`src/rtl/sobel_linebuf_ctrl.sv`:
```
// Line-buffer sequencer for a 3x3 Sobel window: writes the current line into one of three
// external RAMs and presents (row-2, row-1, row) pixels of the same column one cycle later.
module sobel_linebuf_ctrl #(
   parameter int IMG_WIDTH  = 640,
   parameter int ADDR_WIDTH = 10,
   parameter int DATA_WIDTH = 8,
   parameter int ROW_WIDTH  = 10
) (
   input  logic                  clk,
   input  logic                  rst,
   input  logic                  in_valid,
   output logic                  in_ready,
   input  logic [DATA_WIDTH-1:0] in_data,
   input  logic                  in_sof,
   output logic [2:0]            ram_we,
   output logic [ADDR_WIDTH-1:0] ram_wr_addr,
   output logic [DATA_WIDTH-1:0] ram_wr_data,
   output logic [ADDR_WIDTH-1:0] ram_rd_addr,
   input  logic [DATA_WIDTH-1:0] ram_rd_data0,
   input  logic [DATA_WIDTH-1:0] ram_rd_data1,
   input  logic [DATA_WIDTH-1:0] ram_rd_data2,
   output logic                  out_valid,
   input  logic                  out_ready,
   output logic [DATA_WIDTH-1:0] out_top,
   output logic [DATA_WIDTH-1:0] out_mid,
   output logic [DATA_WIDTH-1:0] out_bot,
   output logic [ADDR_WIDTH-1:0] out_col,
   output logic [ROW_WIDTH-1:0]  out_row,
   output logic                  out_sol,
   output logic                  out_eol,
   output logic                  out_win
);

   localparam logic [ADDR_WIDTH-1:0] LAST_COL = ADDR_WIDTH'(IMG_WIDTH - 1);

   typedef enum logic {WAIT_SOF, ACTIVE} state_t;

   function automatic logic [ROW_WIDTH-1:0] sat_inc_row(input logic [ROW_WIDTH-1:0] r);
      return (r == '1) ? r : r + ROW_WIDTH'(1);
   endfunction

   function automatic logic [1:0] rot3(input logic [1:0] w);
      return (w == 2'd2) ? 2'd0 : w + 2'd1;
   endfunction

   function automatic logic [2:0] onehot3(input logic [1:0] w);
      return (w == 2'd0) ? 3'b001 : (w == 2'd1) ? 3'b010 : 3'b100;
   endfunction

   state_t                 state, state_nxt;
   logic [ADDR_WIDTH-1:0]  col, col_nxt, col_use;
   logic [ROW_WIDTH-1:0]   row, row_nxt, row_use;
   logic [1:0]             wsel, wsel_nxt, wsel_use;
   logic                   accept, issue;

   logic                   vld_p1;
   logic [DATA_WIDTH-1:0]  bot_p1;
   logic [ADDR_WIDTH-1:0]  col_p1;
   logic [ROW_WIDTH-1:0]   row_p1;
   logic [1:0]             wsel_p1;
   logic [DATA_WIDTH-1:0]  top_sel, mid_sel;

   assign in_ready = !vld_p1 || out_ready;
   assign accept   = in_valid && in_ready;
   assign issue    = accept && (in_sof || (state == ACTIVE));

   // A start-of-frame pixel always lands at (0,0) in RAM 0, whatever the current position.
   assign col_use  = in_sof ? '0 : col;
   assign row_use  = in_sof ? '0 : row;
   assign wsel_use = in_sof ? 2'd0 : wsel;

   always_comb begin
      state_nxt   = state;
      col_nxt     = col;
      row_nxt     = row;
      wsel_nxt    = wsel;
      ram_we      = 3'b000;
      ram_wr_addr = '0;
      ram_wr_data = '0;
      ram_rd_addr = col_p1;
      if (issue) begin
         state_nxt   = ACTIVE;
         ram_we      = onehot3(wsel_use);
         ram_wr_addr = col_use;
         ram_wr_data = in_data;
         ram_rd_addr = col_use;
         if (col_use == LAST_COL) begin
            col_nxt  = '0;
            row_nxt  = sat_inc_row(row_use);
            wsel_nxt = rot3(wsel_use);
         end else begin
            col_nxt  = col_use + ADDR_WIDTH'(1);
            row_nxt  = row_use;
            wsel_nxt = wsel_use;
         end
      end
   end

   always_ff @(posedge clk) begin
      if (rst) begin
         state   <= WAIT_SOF;
         col     <= '0;
         row     <= '0;
         wsel    <= 2'd0;
         vld_p1  <= 1'b0;
         bot_p1  <= '0;
         col_p1  <= '0;
         row_p1  <= '0;
         wsel_p1 <= 2'd0;
      end else begin
         state <= state_nxt;
         col   <= col_nxt;
         row   <= row_nxt;
         wsel  <= wsel_nxt;
         // ---- stage p1: column registered alongside the RAM read ----
         if (issue) begin
            vld_p1  <= 1'b1;
            bot_p1  <= in_data;
            col_p1  <= col_use;
            row_p1  <= row_use;
            wsel_p1 <= wsel_use;
         end else if (out_ready) begin
            vld_p1  <= 1'b0;
         end
      end
   end

   // The two older lines sit in the RAMs after the one being written, in rotation order.
   always_comb begin
      top_sel = '0;
      mid_sel = '0;
      case (wsel_p1)
         2'd0:    begin top_sel = ram_rd_data1; mid_sel = ram_rd_data2; end
         2'd1:    begin top_sel = ram_rd_data2; mid_sel = ram_rd_data0; end
         2'd2:    begin top_sel = ram_rd_data0; mid_sel = ram_rd_data1; end
         default: begin top_sel = '0;           mid_sel = '0;           end
      endcase
   end

   assign out_valid = vld_p1;
   assign out_top   = (vld_p1 && (row_p1 >= ROW_WIDTH'(2))) ? top_sel : '0;
   assign out_mid   = (vld_p1 && (row_p1 != '0)) ? mid_sel : '0;
   assign out_bot   = vld_p1 ? bot_p1 : '0;
   assign out_col   = col_p1;
   assign out_row   = row_p1;
   assign out_sol   = (col_p1 == '0);
   assign out_eol   = (col_p1 == LAST_COL);
   assign out_win   = (row_p1 >= ROW_WIDTH'(2));

endmodule

```
`config.mk`:
```
export PLATFORM = sky130hd
export DESIGN_NAME = sobel_linebuf_ctrl
export DESIGN_NICKNAME = d
export VERILOG_FILES = /design/src/rtl/sobel_linebuf_ctrl.sv
export SDC_FILE = /design/constraint.sdc
export NUM_CORES = 1
export LEC_CHECK = 0
export CAP_MARGIN = 10
export CORE_UTILIZATION = 40
export CTS_CLUSTER_SIZE = 14
export DETAILED_ROUTE_END_ITERATION = 7
export GPL_TIMING_DRIVEN = 1
export PLACE_DENSITY_LB_ADDON = 0.3
export SETUP_SLACK_MARGIN = 0.2
export SYNTH_ARGS = -nofsm -noshare
export SYNTH_HDL_FRONTEND = slang
export SYNTH_SLANG_ARGS = --single-unit
```
`constraint.sdc`:
```
create_clock -name clk -period 4.66 [get_ports clk]
set_input_delay 0.932 -clock clk [delete_from_list [all_inputs] [get_ports clk]]
set_output_delay 0.932 -clock clk [all_outputs]
set_load 0.03 [all_outputs]
```
==> impl_metrics.csv <==
group,metric,value,unit
critical_path,cp_slowest_stage_delay,0.69,ns
finish,final_area,0.004322,mm2
drt,via_per_inst,5.346,
global_route,grt_pass1_vias,2782,
synth,avgSynthCellArea,7.415,um2
clocking,numCtsBuffers,5,
die,io_pins,117,
pwr,p_leak,1.605,nW
die,die_area,0.007934,mm2
place,io_buffers,116,
timing,setup_tns,0,ns
clocking,cts_tree,"done",
synth,synthArstFlopShare,0,%
timing,max_freq,276.2,MHz
min_path,hold_path_class,"reg -> reg",
synth,synth_seq_area_share,35.64,%
finish,syn2layout_area_growth,42.49,%
timing,rsz0062_at_grt,"false",
die,rows,31,
timing,fin_crit_sh,77.69,%
die,fp.dieW,89.08,um
drt,final_antenna_net_count,0,
timing,maxSlewHeadroom,34.21,%
critical_path,required,3.73,ns
clocking,cts_hold_buf,0,
synth,netlist_area,0.003033,mm2
job,cap_violations,0,
finish,nFillCells,704,
clocking,insertion_delay,0.31,ns
die,die_h,89.08,um
timing,skew,0.01458,ns
die,initial_core_util,41.59,%
synth,ys_types,47,
place,dpl.hpwl,6122,um
finish,register_area,0.001081,mm2
critical_path,crit_slowest_cell,"clkdlybuf4s50_1",
drt,drc_errors,0,
timing,finalHoldViolCount,0,
drt,drt_iter0_markers,236,
clocking,clockRootBuffer,"clkbuf_8",
critical_path,crit_family,"buffers and inverters",
global_route,grt-ovfl-total,0,
synth,synth_cells,409,
critical_path,path_max_fanout,6,
clocking,cts_max_path_buffers,2,
critical_path,arrival,2.69,ns
critical_path,cp-start-kind,"primary input",
synth,synth-edff-count,0,
pwr,max-vdd-ir-drop,0.0001434,V
critical_path,path_cells,"clkdlybuf4s50_1 -> nor2b_1 -> and3_1 -> clkdlybuf4s50_1",
global_route,track_usage,21.16,%
timing,fin_crit,3.621,ns
finish,final_nets,548,
place,place.gp.congestion,0.8275,
timing,finalMaxSlewViolations,0,
timing,setup_violations,0,
clocking,ctsResizeCount,0,
global_route,grt_max_degree,56,
synth,syn-num-nets,448,
critical_path,cp-end-kind,"output pin",
status,outcome,"completed",
critical_path,path_common_cell,"clkdlybuf4s50_1",
synth,ys_warn_count,0,
clocking,htreeDepth,2,
drt,wl_per_cell,13.97,um
place,place_area,0.004179,mm2
die,core-area,0.007292,mm2
pwr,power_density,227.1,mW/mm2
synth,synth-seq-cells,54,
timing,worst_pin_slew,0.9869,ns
synth,synth_ff_type,"dfxtp_1",
drt,finalWirelength,8510,um
critical_path,critPathKind,"in -> out",
critical_path,crit_buf_inv,2,
finish,antenna_cells,0,
drt,drt-pass1-iter-count,4,
clocking,cts_setup_buffers,0,
clocking,cts.sinks,54,
timing,timing.hold.ws,0.4610,ns
drt,vias,3256,
clocking,clk_pin_slew_worst_paths,0.08,ns
global_route,grt_pass1_wl,13180,um
global_route,antenna_found_initial,0,
finish,layout-drive-gt1-share,10.00,%
finish,multi_input_area,0.001799,mm2
==> cell families (layout without fill, tap and decap cells) <==
logic type / after synthesis / after routing / share of synthesized area (%)
AND/OR/NAND/NOR: 205 / 205 / 35.27
AO/OA/AOI/OAI: 91 / 91 / 17.74
flip-flops: 54 / 54 / 35.64
buffers and inverters: 40 / 141 / 5.032
multiplexers: 13 / 13 / 4.332
XOR/XNOR: 4 / 4 / 1.155
adder cells (fa/ha/maj): 2 / 2 / 0.8250
==> cells in the mapped netlist, types with 2 or more instances <==
master,number,share of area (%)
a211oi_1,4,0.99
a21oi_1,50,8.3
a22o_1,9,2.6
a22oi_1,2,0.49
a31oi_1,6,1.2
a41oi_1,2,0.58
and2_1,19,3.9
buf_1,3,0.37
clkbuf_1,26,3.2
dfxtp_1,54,36
ha_1,2,0.82
inv_1,9,1.1
mux2i_1,12,4.0
nand2_1,52,6.4
nand2b_1,3,0.62
nand3_1,9,1.5
nand3b_1,11,2.7
nand4_1,6,1.2
nand4b_1,3,0.87
nor2_1,52,6.4
nor2b_1,17,3.5
nor3_1,10,1.7
nor4_1,6,1.2
o21ai_0,11,1.8
or3_1,2,0.41
or4_1,6,1.5
xnor2_1,2,0.58
xor2_1,2,0.58
==> metrics by stage <==
stage                     utilization (%)  std cells  power, mW  worst slack [ns]
after CTS                           59.27        609     0.9898             1.053
after detailed placement            57.31        601     0.6132            0.9580
after floorplan                         -        409     0.5532            0.6159
final                               59.27        609     0.9816             1.039
after global routing                59.27        609      1.018            0.9260
after global placement              57.31        601     0.6112             1.002
==> flip-flops by register name, summed over array words and instances (netlist names) <==
signal / cells
out_col: 10
state: 1
out_row: 10
col: 10
bot_p1: 8
out_valid: 1
wsel_p1: 2
wsel: 2
row: 10
==> final timing paths <==
check | slack, ns | to | cells past startpoint | start
max | 1.04 | ram_wr_addr[0] | 4 | in_sof
min reg2reg | 0.46 | bot_p1[6]$_SDFFE_PP0P_ | 2 | bot_p1[6]$_SDFFE_PP0P_
max reg2reg | 2.05 | row[4]$_SDFFE_PP0P_ | 7 | col[0]$_SDFFE_PP0P_
min | 0.46 | bot_p1[6]$_SDFFE_PP0P_ | 2 | bot_p1[6]$_SDFFE_PP0P_
==> cell type report <==
cell class | count | area share (%)
Multi-Input combinational cell | 315 | 41.63
Timing Repair Buffer | 124 | 26.40
Tap cell | 99 | 2.866
Clock inverter | 2 | 1.390
Clock buffer | 6 | 1.911
Sequential cell | 54 | 25.01
Inverter | 9 | 0.7817
==> per-layer routing <==
metal / global-route usage [%] / wire length, um / vias to the layer above
met5: 0 / 0 / -
met4: 5.628 / 59 / 0
met3: 3.232 / 444 / 7
met2: 34.41 / 4071 / 109
met1: 29.38 / 3934 / 1505
li1: - / - / 1635
==> worst min-delay path: stages, from the launching register on <==
cell,delay [ns]
dfxtp_1,0.31
nand2_1,0.05
a21oi_1,0.06
==> layout by cell type (no fill, tap or decap), types with 4 or more instances in the layout <==
cell,netlist,layout
o21ai_0,11,11
nor2_1,52,52
nand3_1,9,9
a21oi_1,50,50
nand3b_1,11,11
and2_1,19,19
a211oi_1,4,4
clkdlybuf4s50_1,0,85
a31oi_1,6,6
buf_4,0,38
clkbuf_8,0,6
a22o_1,9,9
nor4_1,6,6
nor3_1,10,10
nor2b_1,17,17
dfxtp_1,54,54
inv_1,9,9
nand4_1,6,6
nand2_1,52,52
or4_1,6,6
mux2i_1,12,12
==> power breakdown <==
part / switching, mW / internal, mW / total [mW]
combinational: 0.0737 / 0.0571 / 0.131
sequential: 0.00495 / 0.468 / 0.472
clock: 0.149 / 0.229 / 0.378
total: 0.228 / 0.754 / 0.982
(Power assumes the default switching activity.)
